--- src/rtl/apb_slave_regfile_pkg.sv ---
// Shared APB completer types: FSM state enum, bus widths, default ID.
// Also holds the address/permission error decode used at setup.
package apb_pkg;

   localparam int ADDR_W = 8;
   localparam int DATA_W = 32;
   localparam int STRB_W = 4;
   localparam int IDX_W  = ADDR_W - 2;
   localparam int CNT_W  = 4;

   localparam logic [DATA_W-1:0] DEF_ID = 32'hA5B0_0001;

   typedef enum logic [1:0] {
      IDLE,
      SETUP,
      ACCESS
   } apb_slv_state_e;

   // Misaligned, beyond the bank, or a write to the read-only ID word.
   function automatic logic addr_err(
      input logic [ADDR_W-1:0] a,
      input logic              wr,
      input int                nregs
   );
      return (a[1:0] != 2'b00)
          || (int'(a[ADDR_W-1:2]) >= nregs)
          || (wr && (a[ADDR_W-1:2] == '0));
   endfunction

endpackage

--- src/rtl/apb_slave_regfile_if.sv ---
// APB4 bus bundle between requester and completer.
// master drives PSEL/PENABLE/PWRITE/PADDR/PWDATA/PSTRB; slave drives PRDATA/PREADY/PSLVERR.
interface apb_slave_regfile_if;
   import apb_pkg::*;

   logic              PSEL;
   logic              PENABLE;
   logic              PWRITE;
   logic [ADDR_W-1:0] PADDR;
   logic [DATA_W-1:0] PWDATA;
   logic [STRB_W-1:0] PSTRB;
   logic [DATA_W-1:0] PRDATA;
   logic              PREADY;
   logic              PSLVERR;

   modport master (
      output PSEL, PENABLE, PWRITE,
      output PADDR, PWDATA, PSTRB,
      input  PRDATA, PREADY, PSLVERR
   );

   modport slave (
      input  PSEL, PENABLE, PWRITE,
      input  PADDR, PWDATA, PSTRB,
      output PRDATA, PREADY, PSLVERR
   );

endinterface

--- src/rtl/apb_slave_regfile_regbank.sv ---
// NUM_REGS x 32 register bank: byte-strobed write port, combinational read port.
// Ports: clk, rst_n, we/widx/wdata/wstrb (write), ridx -> rdata (read). Word 0 is ID_VALUE.
module apb_slave_regbank
   import apb_pkg::*;
#(
   parameter int                NUM_REGS = 16,
   parameter logic [DATA_W-1:0] ID_VALUE = DEF_ID
) (
   input  logic              clk,
   input  logic              rst_n,
   input  logic              we,
   input  logic [IDX_W-1:0]  widx,
   input  logic [DATA_W-1:0] wdata,
   input  logic [STRB_W-1:0] wstrb,
   input  logic [IDX_W-1:0]  ridx,
   output logic [DATA_W-1:0] rdata
);

   logic [NUM_REGS-1:0][DATA_W-1:0] regs;

   assign regs[0] = ID_VALUE;

   for (genvar g = 1; g < NUM_REGS; g++) begin : g_reg
      logic [DATA_W-1:0] q;

      always_ff @(posedge clk or negedge rst_n) begin
         if (!rst_n) begin
            q <= '0;
         end else if (we && (widx == IDX_W'(g))) begin
            for (int b = 0; b < STRB_W; b++) begin
               if (wstrb[b]) begin
                  q[8*b +: 8] <= wdata[8*b +: 8];
               end
            end
         end
      end

      assign regs[g] = q;
   end

   // Out-of-range indices read as zero; the top masks them anyway.
   always_comb begin
      rdata = '0;
      for (int i = 0; i < NUM_REGS; i++) begin
         if (ridx == IDX_W'(i)) begin
            rdata = regs[i];
         end
      end
   end

endmodule

--- src/rtl/apb_slave_regfile.sv ---
// APB4 completer over a byte-strobed register bank, fixed wait states, PSLVERR.
// Ports: PCLK, PRESET_n (async, active-low), apb (slave modport); outputs are registered.
module apb_slave_regfile
   import apb_pkg::*;
#(
   parameter int                NUM_REGS    = 16,
   parameter int                WAIT_STATES = 0,
   parameter logic [DATA_W-1:0] ID_VALUE    = DEF_ID
) (
   input  logic         PCLK,
   input  logic         PRESET_n,
   apb_slave_regfile_if.slave apb
);

   apb_slv_state_e    state_q, state_d, cur_st;
   logic [CNT_W-1:0]  cnt_q, cnt_d;
   logic [IDX_W-1:0]  idx_q, idx_d;
   logic              wr_q, wr_d;
   logic [DATA_W-1:0] wdata_q, wdata_d;
   logic [STRB_W-1:0] strb_q, strb_d;
   logic              err_q, err_d;
   logic              pready_q, pready_d;
   logic              pslverr_q, pslverr_d;
   logic [DATA_W-1:0] prdata_q, prdata_d;
   logic [DATA_W-1:0] rd_data;
   logic              setup_hit;
   logic              bank_we;

   // The setup phase is recognised while it is on the bus, so capture
   // happens at its closing edge and a zero-wait PREADY lands next cycle.
   assign setup_hit = (state_q == IDLE) && apb.PSEL && !apb.PENABLE;

   // Read index must be the one being captured when there are no waits.
   assign idx_d = setup_hit ? apb.PADDR[ADDR_W-1:2] : idx_q;

   always_ff @(posedge PCLK or negedge PRESET_n) begin
      if (!PRESET_n) begin
         state_q   <= IDLE;
         cnt_q     <= '0;
         idx_q     <= '0;
         wr_q      <= 1'b0;
         wdata_q   <= '0;
         strb_q    <= '0;
         err_q     <= 1'b0;
         pready_q  <= 1'b0;
         pslverr_q <= 1'b0;
         prdata_q  <= '0;
      end else begin
         state_q   <= state_d;
         cnt_q     <= cnt_d;
         idx_q     <= idx_d;
         wr_q      <= wr_d;
         wdata_q   <= wdata_d;
         strb_q    <= strb_d;
         err_q     <= err_d;
         pready_q  <= pready_d;
         pslverr_q <= pslverr_d;
         prdata_q  <= prdata_d;
      end
   end

   always_comb begin
      cur_st  = setup_hit ? SETUP : state_q;
      state_d = state_q;
      cnt_d   = cnt_q;
      wr_d    = wr_q;
      wdata_d = wdata_q;
      strb_d  = strb_q;
      err_d   = err_q;
      unique case (cur_st)
         SETUP: begin
            state_d = ACCESS;
            cnt_d   = CNT_W'(WAIT_STATES);
            wr_d    = apb.PWRITE;
            wdata_d = apb.PWDATA;
            strb_d  = apb.PSTRB;
            err_d   = addr_err(apb.PADDR, apb.PWRITE, NUM_REGS);
         end
         ACCESS: begin
            if (cnt_q == '0) begin
               state_d = IDLE;
            end else if (!apb.PSEL) begin
               state_d = IDLE;
               cnt_d   = '0;
            end else begin
               cnt_d = cnt_q - CNT_W'(1);
            end
         end
         default: begin
            state_d = IDLE;
         end
      endcase
   end

   // Next-cycle outputs: PREADY goes up in the access cycle whose count is 0.
   always_comb begin
      pready_d  = (state_d == ACCESS) && (cnt_d == '0);
      pslverr_d = pready_d && err_d;
      prdata_d  = '0;
      if (pready_d && !wr_d && !err_d) begin
         prdata_d = rd_data;
      end
   end

   // Commit at the close of the PREADY cycle; an async reset wins.
   assign bank_we = (state_q == ACCESS) && pready_q && wr_q && !err_q;

   apb_slave_regbank #(
      .NUM_REGS (NUM_REGS),
      .ID_VALUE (ID_VALUE)
   ) u_bank (
      .clk   (PCLK),
      .rst_n (PRESET_n),
      .we    (bank_we),
      .widx  (idx_q),
      .wdata (wdata_q),
      .wstrb (strb_q),
      .ridx  (idx_d),
      .rdata (rd_data)
   );

   assign apb.PREADY  = pready_q;
   assign apb.PSLVERR = pslverr_q;
   assign apb.PRDATA  = prdata_q;

endmodule

--- src/flat_wrapper.sv ---
// flat-port wrapper written by rule: the top's interface ports become plain ports
module apb_slave_regfile_flat import apb_pkg::*;
#(
   parameter int                NUM_REGS    = 16,
   parameter int                WAIT_STATES = 0,
   parameter logic [DATA_W-1:0] ID_VALUE    = DEF_ID
)
  (PCLK, PRESET_n, apb_PSEL, apb_PENABLE, apb_PWRITE, apb_PADDR, apb_PWDATA, apb_PSTRB, apb_PRDATA, apb_PREADY, apb_PSLVERR);
  apb_slave_regfile_if apb_i ();
  input  logic PCLK;
  input  logic PRESET_n;
  input wire logic [$bits(apb_i.PSEL)-1:0] apb_PSEL;
  input wire logic [$bits(apb_i.PENABLE)-1:0] apb_PENABLE;
  input wire logic [$bits(apb_i.PWRITE)-1:0] apb_PWRITE;
  input wire logic [$bits(apb_i.PADDR)-1:0] apb_PADDR;
  input wire logic [$bits(apb_i.PWDATA)-1:0] apb_PWDATA;
  input wire logic [$bits(apb_i.PSTRB)-1:0] apb_PSTRB;
  output wire logic [$bits(apb_i.PRDATA)-1:0] apb_PRDATA;
  output wire logic [$bits(apb_i.PREADY)-1:0] apb_PREADY;
  output wire logic [$bits(apb_i.PSLVERR)-1:0] apb_PSLVERR;
  assign apb_i.PSEL = apb_PSEL;
  assign apb_i.PENABLE = apb_PENABLE;
  assign apb_i.PWRITE = apb_PWRITE;
  assign apb_i.PADDR = apb_PADDR;
  assign apb_i.PWDATA = apb_PWDATA;
  assign apb_i.PSTRB = apb_PSTRB;
  assign apb_PRDATA = apb_i.PRDATA;
  assign apb_PREADY = apb_i.PREADY;
  assign apb_PSLVERR = apb_i.PSLVERR;
  apb_slave_regfile #(.NUM_REGS(NUM_REGS), .WAIT_STATES(WAIT_STATES), .ID_VALUE(ID_VALUE)) u_core (.PCLK(PCLK), .PRESET_n(PRESET_n), .apb(apb_i));
endmodule
--- config.mk ---
export PLATFORM = sky130hd
export DESIGN_NAME = apb_slave_regfile_flat
export DESIGN_NICKNAME = d
export VERILOG_FILES = /design/src/rtl/apb_slave_regfile_pkg.sv /design/src/rtl/apb_slave_regfile_if.sv /design/src/rtl/apb_slave_regfile_regbank.sv /design/src/rtl/apb_slave_regfile.sv /design/src/flat_wrapper.sv
export SDC_FILE = /design/constraint.sdc
export NUM_CORES = 1
export LEC_CHECK = 0
export CORE_MARGIN = 2
export CORE_UTILIZATION = 50
export CTS_BUF_LIST = sky130_fd_sc_hd__clkbuf_2 sky130_fd_sc_hd__clkbuf_4 sky130_fd_sc_hd__clkbuf_8
export DETAILED_ROUTE_END_ITERATION = 12
export PLACE_DENSITY = 0.75
export SYNTH_ARGS = -nofsm -noshare
export SYNTH_HDL_FRONTEND = slang
export SYNTH_HIERARCHICAL = 1
export SYNTH_SLANG_ARGS = --single-unit
--- constraint.sdc ---
create_clock -name PCLK -period 3.26 [get_ports PCLK]
set_clock_uncertainty 0.05 [all_clocks]
set_input_delay 0.489 -clock PCLK [delete_from_list [all_inputs] [get_ports PCLK]]
set_output_delay 0.489 -clock PCLK [all_outputs]
set_load 0.01 [all_outputs]
==> results of run 1 <==
-- power breakdown --
| part | internal (mW) | switching [mW] |
|---|---|---|
| combinational | 1.05 | 1.36 |
| sequential | 7.10 | 0.466 |
| clock | 3.77 | 2.85 |
-- logic make-up (layout without fill, tap and decap cells) --
| logic type | after synthesis | in the layout | synth area share (%) |
|---|---|---|---|
| AOI/OAI and AO/OA | 363 | 363 | 9.471 |
| adders and majority gates | 4 | 4 | 0.1886 |
| buffers and inverters | 158 | 552 | 2.631 |
| DFF | 564 | 564 | 53.18 |
| muxes | 633 | 633 | 26.86 |
| and+or+nand+nor | 378 | 378 | 7.675 |
-- state kept, by name (all words and copies together) (netlist names) --
| signal | cells |
|---|---|
| u_core/idx_q | 6 |
| u_core/strb_q | 4 |
| u_core/state_q | 2 |
| u_core/u_bank/g.q | 480 |
| u_core/err_q | 1 |
| u_core/apb.PRDATA | 32 |
| u_core/wdata_q | 32 |
| u_core/cnt_q | 4 |
| u_core/wr_q | 1 |
| u_core/apb.PREADY | 1 |
| u_core/apb.PSLVERR | 1 |
-- worst register-to-register path, cell delays in order, from the launching register on --
cell and delay (ns):
dfrtp_1 0.40, nor4b_4 0.30, buf_6 0.20, mux2_4 0.35
or4_4 0.59, nor2_4 0.15, buf_6 0.12, buf_12 0.13
a32o_2 0.14, o211ai_1 0.16, a41oi_2 0.27, nand2_1 0.09
nor4_2 0.24
-- synthesized netlist by cell type, types with 7 or more instances --
cell type	count
a211o_1	11
o21ai_0	72
dfrtp_1	564
a22oi_1	19
nand3_1	14
nor3_1	32
a211oi_1	22
mux2i_1	81
o22a_1	7
and3_1	12
nor4_2	30
nand2b_1	9
a221oi_1	13
mux2_2	543
nor2_1	69
a222oi_1	7
inv_1	9
nand2_1	147
a31oi_1	16
a21oi_1	69
o221ai_1	17
buf_2	57
a2bb2oi_1	10
buf_1	12
nor2b_1	15
o22ai_1	23
a22o_1	15
o211ai_1	10
mux4_2	9
clkbuf_1	73
or3_1	9
-- repair_timing --
action                                  4_1_cts  5_1_grt
resized for setup                            37      148
gates cloned                                  0        2
hold buffers                                  1        0
buffers inserted                              2       36
endpoints found under the hold margin        67        0
pin swaps                                     4       51
endpoints found under the setup margin       30       32
-- layer usage --
layer	GRT usage, %	wire length, um
met3	8.670	9127
met4	13.56	3743
met5	0	96
met1	42.35	34410
met2	47.58	38160
-- layout make-up --
type                            instances  area (sq um)
Multi-Input combinational cell       1378         12330
Inverter                               11         43.79
Clock inverter                         16         117.6
Sequential cell                       564         14110
Tap cell                              688         860.8
Clock buffer                          149          1907
Fill cell                            3945         19520
Timing Repair Buffer                  376          3659
-- per-stage QoR --
step	std cells	setup TNS [ns]	power, mW
after floorplan	2100	0	8.499
after global placement	2977	-20.76	9.699
after detailed placement	2977	-21.59	9.733
after CTS	3145	-0.04498	16.39
after global routing	3182	-1.414	17.17
final	3182	-0.02733	16.59
-- worst paths after layout --
kind	from	to	slack, ns	cells after the start
max	u_core/state_q[1]	u_core/apb.PRDATA[3]	-0.02	12
min	apb_PWDATA[24]	u_core/wdata_q[24]	0.35	2
max reg2reg	u_core/state_q[1]	u_core/apb.PRDATA[3]	-0.02	12
min reg2reg	u_core/u_bank/g_reg[3].q[27]	u_core/u_bank/g_reg[3].q[27]	0.45	1
max in group asynchronous	PRESET_n	u_core/u_bank/g_reg[3].q[9]	1.79	3
min in group asynchronous	PRESET_n	u_core/u_bank/g_reg[13].q[21]	0.37	2
==> metrics, run 1 <==
first-pass GRT wire length=127400 um; Ports=83; violated checks=negative setup slack; Buf/Inv on CP=3; register area share after synthesis=53.18%; CP Launch Type=flip-flop; CP arrival=3.83 ns; pin count of the biggest net entering global routing=86; synth unique cells=76; htree depth=3; initial antenna violation count=1; clock transition at the registers of the reported paths=0.06 ns; fin area=33030 sq um; Tmin final=3.279 ns; hpwl dp=58790 um; Routed WL=85540 um; Tcrit/Tclk final=100.6%; Slowest-stage cell, CP=or4_4; die area=54940 sq um; First-pass DRT Iterations=7; syn_nets=2153; dpl ws=-1.259 ns; total number of vias=20191; most common flop cell mapped by yosys=dfrtp_1; Die Y=234.4 um; clock buffer depth=3; Final Util=62.86%; leading cell type in the layout, fill and taps excluded=dfrtp_1; # nets final=2477; mapped cell area=26540 sq um; RD Place Congestion=0.9918; diode count=0; Avg WL per Cell=26.88 um; outcome=finished, violations left; synth-to-layout area growth=24.47%; number of global-route vias before repair=20375; Final Max Tran Viols=0; Avg Synthesized Cell Area=12.64 sq um; CP delay by family, top=simple AND/OR/NAND/NOR gates; yosys warns=6; Most common cell on crit path=buf_6; worst vdd ir=0.3082 mV; initial drt markers=1952; number of enable flip-flop cells after synthesis=0; most frequent cells in the layout=564 x dfrtp_1, 537 x mux2_2, 216 x buf_4; Residual DRC=0; Initial Util=50.50%; max cap viols=0; WS Path Type=reg2reg; critical path data required time=3.81 ns; synthesized flop and latch total=564; Via-to-Cell Ratio=6.345; ordered list of cells on the worst path=nor4b_4 > buf_6 > mux2_4 > or4_4 > nor2_4 > buf_6 > buf_12 > a32o_2 > o211ai_1 > a41oi_2 > nand2_1 > nor4_2; total power density per cell area=502.3 nW/um^2; Pleak=15.83 nW; Die Wd=234.4 um; Setup crit end kind=flip-flop; Clock Latency Late Sink=0.71 ns; Post-synth ARST share=100.0%; max_slew headroom=39.89%; GRT Overall Usage=31.35%; total grt overflow=0; Peak Freq=305.0 MHz; CTS tree=built; Port Buffers=82; standard-cell rows=84; Hold Path Class=in2reg; TritonCTS Sinks=564; Worst Slack Setup Final=-0.01873 ns; core outline area=52550 sq um; endpoints failing hold=0; CP Max Fanout=6; placed cell area=29910 sq um; minimum hold slack=0.3528 ns; post-synth top area share=53.18%; RSZ-0062 raised after global routing=true; Root Buffer=clkbuf_8; max incr delay on CP=0.59 ns; dominant cells by area after synthesis=dfrtp_1 53%, mux2_2 23%, mux2i_1 3.1%; synthesized instance count=2100; Worst Tran Pin Value=0.8934 ns; Num CTS Buffers=93; share of cells above drive strength 1=45.99%; ANT nets after route=0; final setup fails=3; area leader, netlist=dfrtp_1
Power figures use the tool's default switching activity.
==> run 2, diff against run 1 <==
--- a/config.mk
+++ b/config.mk
@@ -7,9 +7,9 @@
 export LEC_CHECK = 0
 export CORE_MARGIN = 2
 export CORE_UTILIZATION = 50
-export CTS_BUF_LIST = sky130_fd_sc_hd__clkbuf_2 sky130_fd_sc_hd__clkbuf_4 sky130_fd_sc_hd__clkbuf_8
+export CTS_BUF_LIST = sky130_fd_sc_hd__clkbuf_8 sky130_fd_sc_hd__clkbuf_16
 export DETAILED_ROUTE_END_ITERATION = 12
-export PLACE_DENSITY = 0.75
+export PLACE_DENSITY = 0.72
 export SYNTH_ARGS = -nofsm -noshare
 export SYNTH_HDL_FRONTEND = slang
 export SYNTH_HIERARCHICAL = 1
==> constraint.sdc (replaced) <==
create_clock -name PCLK -period 3.5 [get_ports PCLK]
set_clock_uncertainty 0.05 [all_clocks]
set_input_delay 0.525 -clock PCLK [delete_from_list [all_inputs] [get_ports PCLK]]
set_output_delay 0.525 -clock PCLK [all_outputs]
set_load 0.01 [all_outputs]
==> run 2 against run 1 <==
Effect of this change:
- the flow now finishes without violations
- core utilization decreased by 2.1 points
- sequential share of layout area increased by 1.5 points
- worst hold slack better by 0.094 ns
- worst setup slack improved by 0.12 ns
- via count is 2.8% lower
- cell count decreased by 3.3%
- register-to-register slack better by 0.12 ns
- clock power up 3.8%
- fmax fell by 3.6%
- global-route usage is 0.062 points lower
- combinational power decreased by 18%
- final area fell by 3.4%
- critical path type unchanged
- largest cell class unchanged
==> metrics, run 2 (same netlist as run 1, synthesis figures left out) <==
initial antenna violation count=4 (+3); max cap viols=0 (unchanged); Setup TNS=0 ns (+0.02733 ns); Hold Path Class=in2async; CP Launch Type=flip-flop; fin area=31920 sq um (-3.4%); WS Path Type=reg2reg; endpoints failing hold=0 (unchanged); Tmin final=3.402 ns (+0.1236 ns); reg2reg end=u_core/apb.PRDATA[15]; R2R depth=12 (unchanged); max_slew headroom=49.47% (+9.6 points); total grt overflow=0 (unchanged); placed cell area=29640 sq um (-0.92%); Die Wd=234.4 um (unchanged); RSZ-0062 raised after global routing=true; ordered list of cells on the worst path=nor4b_2 > buf_4 > buf_4 > mux2_8 > buf_4 > or3b_2 > a21oi_1 > a2111oi_2 > a211oi_4 > a2bb2oi_2 > nand2_1 > nor4_2; total number of vias=19628 (-2.8%); die area=54940 sq um (unchanged); RD Place Congestion=0.9827 (-0.92%); flop-to-flop setup slack=0.1 ns (+0.12 ns); Worst Tran Pin Value=0.7579 ns (-0.1355 ns); total power density per cell area=497.7 nW/um^2 (-0.91%); Setup crit end kind=flip-flop; Layout Cells excl Fill=3077 (-3.3%); Clock Latency Late Sink=0.63 ns (-0.08 ns); CTS tree=built; clock buffer depth=3 (unchanged); Setup crit end=u_core/apb.PRDATA[15]; largest reg by FF count=u_core/u_bank/g.q; TritonCTS Sinks=564 (unchanged); htree depth=2 (-1); initial drt markers=2087 (+6.9%); Tcrit/Tclk final=97.21% (-3.4 points); # nets final=2392 (-3.4%); reg2reg start=u_core/state_q[0]; final setup fails=0 (-3); leading cell type in the layout, fill and taps excluded=dfrtp_1; number of global-route vias before repair=19946 (-2.1%); Ports=83 (unchanged); Final Max Tran Viols=0 (unchanged); First-pass DRT Iterations=6 (-1); first-pass GRT wire length=127200 um (-0.18%); Port Buffers=82 (unchanged); Most common cell on crit path=buf_4; most frequent cells in the layout=564 x dfrtp_1, 541 x mux2_2, 227 x buf_4; share of cells above drive strength 1=40.85% (-5.1 points); Num CTS Buffers=58 (-38%); Final Util=60.73% (-2.1 points); clock transition at the registers of the reported paths=0.07 ns (about the same); Peak Freq=293.9 MHz (-3.6%); Placed Instances=2963 (-0.47%); GRT Overall Usage=31.29% (-0.062 points); outcome=finished clean; critical path data required time=3.98 ns (+0.17 ns); Via-to-Cell Ratio=6.379 (+0.53%); core outline area=52550 sq um (unchanged); Avg WL per Cell=27.55 um (+2.5%); Initial Util=50.50% (unchanged); Residual DRC=0 (unchanged); Die Y=234.4 um (unchanged); max reg flops=480 (unchanged); Slowest-stage cell, CP=or3b_2; Root Buffer=clkbuf_16; hpwl dp=58710 um (-0.14%); pin count of the biggest net entering global routing=90 (+4.7%); synth-to-layout area growth=20.25%; Pleak=15.33 nW (-3.2%); Routed WL=84760 um (-0.92%); CP Max Fanout=18 (+12); Setup crit start=u_core/state_q[0]; CP arrival=3.89 ns (+0.06 ns); worst vdd ir=0.3619 mV (+17%); standard-cell rows=84 (unchanged); max incr delay on CP=0.47 ns (-0.12 ns); ANT nets after route=0 (unchanged)
-- run 2: critical path: cells and delay by family, from the launching register on --
family | cells | cell delay (ns)
buffers and inverters | 3 | 0.60
DFF | 1 | 0.42
muxes | 1 | 0.40
AOI/OAI and AO/OA | 4 | 0.85
and+or+nand+nor | 4 | 0.97
-- run 2: how the worst min path moves through the flow --
stage	end	cells after the start	slack, ns	startpoint
detailed placement	u_core/u_bank/g_reg[15].q[14]	1	0.44	u_core/u_bank/g_reg[15].q[14]
floorplan	u_core/apb.PRDATA[0]	0	0.18	PRESET_n
global route	u_core/u_bank/g_reg[15].q[14]	1	0.46	u_core/u_bank/g_reg[15].q[14]
global placement	u_core/u_bank/g_reg[14].q[22]	1	0.43	u_core/u_bank/g_reg[14].q[22]
finish	u_core/wdata_q[23]	2	0.45	PRESET_n
CTS	u_core/wdata_q[23]	2	0.44	apb_PWDATA[23]
-- run 2: timing repair --
| action | CTS | global route |
|---|---|---|
| hold buffers | 1 | 0 |
| pin swaps | 1 | 4 |
| setup buffers | 0 | 3 |
| setup endpoints to repair | 1 | 23 |
| resized for setup | 4 | 20 |
| endpoints found under the hold margin | 65 | 0 |
-- run 2: area by class of cell --
type | count | area, sq um
multi-input combinational | 1378 | 11910
fill | 4167 | 20630
clock buffer | 71 | 1642
sequential | 564 | 14110
clock inverter | 37 | 503.0
tap | 688 | 860.8
antenna | 2 | 5.005
timing repair buffer | 326 | 2843
inverter | 11 | 41.29
-- run 2: per-stage QoR --
stage,setup WS [ns],hold WS (ns),power (mW)
floorplan,0.06979,0.1794,7.915
global placement,-0.6386,0.4308,8.999
detailed placement,-0.7614,0.4371,9.030
CTS,0.03586,0.4354,15.90
global route,-0.09014,0.4582,16.35
finish,0.09763,0.4473,15.89
-- run 2: power by group --
group | total [mW] | internal [mW] | switching, mW
registers | 7.04 | 6.60 | 0.435
logic | 1.96 | 0.794 | 1.17
clock network | 6.88 | 4.20 | 2.68
-- run 2: per-layer routing --
layer	routed length (um)	global-route usage [%]	up-vias
met5	27	0	-
met4	3582	12.11	4
met3	8402	7.417	237
met2	38180	48.16	1012
met1	34570	43.07	10089
li1	-	-	8286
==> run 3, diff against run 2 <==
--- a/config.mk
+++ b/config.mk
@@ -10,6 +10,7 @@
 export CTS_BUF_LIST = sky130_fd_sc_hd__clkbuf_8 sky130_fd_sc_hd__clkbuf_16
 export DETAILED_ROUTE_END_ITERATION = 12
 export PLACE_DENSITY = 0.72
+export REMOVE_ABC_BUFFERS = 1
 export SYNTH_ARGS = -nofsm -noshare
 export SYNTH_HDL_FRONTEND = slang
 export SYNTH_HIERARCHICAL = 1
==> run 3 against run 2 <==
Effect of this change:
- the flow now finishes with violations (negative hold slack)
- register-to-register slack about the same
- total power decreased by 3.1%
- critical path depth unchanged
- sequential power about the same
- critical path type unchanged
- cell count increased by 0.26%
- worst hold slack got worse by 0.47 ns
- fmax increased by 0.19%
- core utilization increased by 0.35 points
- die area unchanged
- sequential cell count unchanged
==> metrics, run 3 (same netlist as run 1, synthesis figures left out) <==
outcome=finished, violations left; violated checks=negative hold slack; Worst Tran Pin Value=1.007 ns (+0.2489 ns); Pleak=15.42 nW (+0.60%); clock buffer depth=3 (unchanged); Final Max Tran Viols=0 (unchanged); Final Util=61.09% (+0.35 points); routed wire length on met2=38700 um (+1.4%); largest reg by FF count=u_core/u_bank/g.q; most frequent cells in the layout=564 x dfrtp_1, 538 x mux2_2, 210 x buf_4; total grt overflow=0 (unchanged); Num CTS Buffers=58 (unchanged); fill count=4069 (-2.4%); total number of vias=19638 (+0.051%); final setup fails=0 (unchanged); routed wl met3=6868 um (-18%); wl on met1=34550 um (about the same); Root Buffer=clkbuf_16; Clock Latency Late Sink=0.62 ns (about the same); hpwl dp=57750 um (-1.6%); TritonCTS Sinks=564 (unchanged); Initial Util=50.50% (unchanged); Port Buffers=82 (unchanged); Tmin final=3.396 ns (-0.006474 ns); max cap viols=0 (unchanged); Setup crit end kind=flip-flop; CTS tree=built; CP Max Fanout=14 (-4); Setup TNS=0 ns (unchanged); Comb pwr share=13.2% (+0.8 points); leading cell type in the layout, fill and taps excluded=dfrtp_1; Ports=83 (unchanged); Tcrit/Tclk final=97.03% (-0.18 points); ANT nets after route=0 (unchanged); Multi-input gate area=11950 sq um (+0.39%); sequential share of power=45.6% (+1.3 points); Residual DRC=0 (unchanged); first-pass GRT wire length=125400 um (-1.5%); max reg flops=480 (unchanged); Net Sw Power=4.202 mW (-1.9%); synth-to-layout area growth=20.95%; CP Launch Type=flip-flop; WS Path Type=reg2reg; hold bufs inserted after CTS=0 (-1); switch share=27.28% (+0.33 points); die area=54940 sq um (unchanged); initial antenna violation count=1 (-3); Peak Freq=294.5 MHz (+0.19%); RSZ-0062 raised after global routing=true; endpoints failing hold=10 (+10); total power density per cell area=479.7 nW/um^2 (-3.6%); number of global-route vias before repair=20019 (+0.37%); fin area=32100 sq um (+0.58%); CP arrival=3.87 ns (-0.02 ns); RD Place Congestion=0.9788 (-0.40%); standard-cell rows=84 (unchanged); share of cells above drive strength 1=40.77% (-0.078 points); Avg WL per Cell=27.08 um (-1.7%); minimum hold slack=-0.01864 ns (-0.4659 ns); worst vdd ir=0.3379 mV (-6.6%); Cell Int Power=11.20 mW (-3.5%); GRT Overall Usage=30.65% (-0.64 points); placed cell area=29850 sq um (+0.73%); max_slew headroom=32.88% (-17 points); Die Y=234.4 um (unchanged); clock network power share=41.2% (-2.1 points); htree depth=2 (unchanged); Register Area=14110 sq um (unchanged); clock transition at the registers of the reported paths=0.06 ns (about the same); Routed WL=83540 um (-1.4%); Overall Power=15.40 mW (-3.1%); # nets final=2398 (+0.25%); Via-to-Cell Ratio=6.366 (-0.21%); uppermost routed layer=met4; core outline area=52550 sq um (unchanged); Die Wd=234.4 um (unchanged); First-pass DRT Iterations=5 (-1); pin count of the biggest net entering global routing=106 (+18%); initial drt markers=2032 (-2.6%); critical path data required time=3.97 ns (about the same); Hold Path Class=in2async
run 3: cell count changes in the layout (fill, tap and decap cells not counted), sizes merged:
| cell | previous run | this run |
|---|---|---|
| inv | 15 | 22 |
| clkinv | 17 | 14 |
| bufinv | 12 | 3 |
| buf | 244 | 249 |
| mux2 | 543 | 545 |
| diode | 2 | 3 |
| clkinvlp | 4 | 2 |
| dlygate4sd3 | 1 | 0 |
| clkbuf | 71 | 79 |
run 3: cell type report:
cell class | count | share of cell area, %
flip-flops and latches | 564 | 43.96
multi-input cells | 1380 | 37.24
repair buffers | 330 | 9.756
clock buffers | 79 | 5.527
well taps | 688 | 2.682
clock inverters | 30 | 0.6821
inverters | 11 | 0.1286
diodes | 3 | 0.02339
run 3: through the flow:
stage	instances	setup slack, ns
floorplan	1953	-2.680
global placement	2960	-0.5181
detailed placement	2960	-0.5376
CTS	3069	0.04677
global route	3082	-0.02514
finish	3085	0.1041
run 3: worst paths after layout:
kind | from | to | slack (ns) | cells past startpoint
max | u_core/state_q[0] | u_core/apb.PRDATA[5] | 0.10 | 12
min | PRESET_n | u_core/wdata_q[22] | -0.02 | 1
max reg2reg | u_core/state_q[0] | u_core/apb.PRDATA[5] | 0.10 | 12
min reg2reg | u_core/u_bank/g_reg[5].q[8] | u_core/u_bank/g_reg[5].q[8] | 0.45 | 1
max in group asynchronous | PRESET_n | u_core/u_bank/g_reg[4].q[18] | 2.49 | 2
min in group PCLK | u_core/u_bank/g_reg[5].q[8] | u_core/u_bank/g_reg[5].q[8] | 0.45 | 1
run 3: worst max-delay path: stages (launching register included):
cell and delay, ns:
dfrtp_1 0.39, nor4b_2 0.31, buf_4 0.24, mux2_2 0.41
or4b_1 0.50, buf_4 0.22, buf_4 0.22, a21oi_2 0.13
nor2_1 0.08, a211oi_2 0.31, a22o_1 0.18, nand2_1 0.06
nor4_2 0.18
run 3: metal layers:
metal	vias to the layer above	global-route usage, %
met5	-	0
met4	0	11.95
met3	228	5.715
met2	952	48.90
met1	10136	41.66
li1	8322	-
run 3: what timing repair did:
| action | in CTS | in global routing |
|---|---|---|
| endpoints found under the setup margin | 1 | 25 |
| buffers inserted | 0 | 12 |
| cloned | 0 | 2 |
| pin swaps | 0 | 9 |
| gates resized for setup | 1 | 33 |
run 3: power by group through the flow:
stage               sequential (mW)  combinational [mW]  clock, mW
finish                         7.03                2.03       6.34
global route                   7.06                2.13       6.70
CTS                            7.02                1.93       6.45
detailed placement             7.13                1.92          0
global placement               7.12                1.90          0
floorplan                      6.94               0.877          0
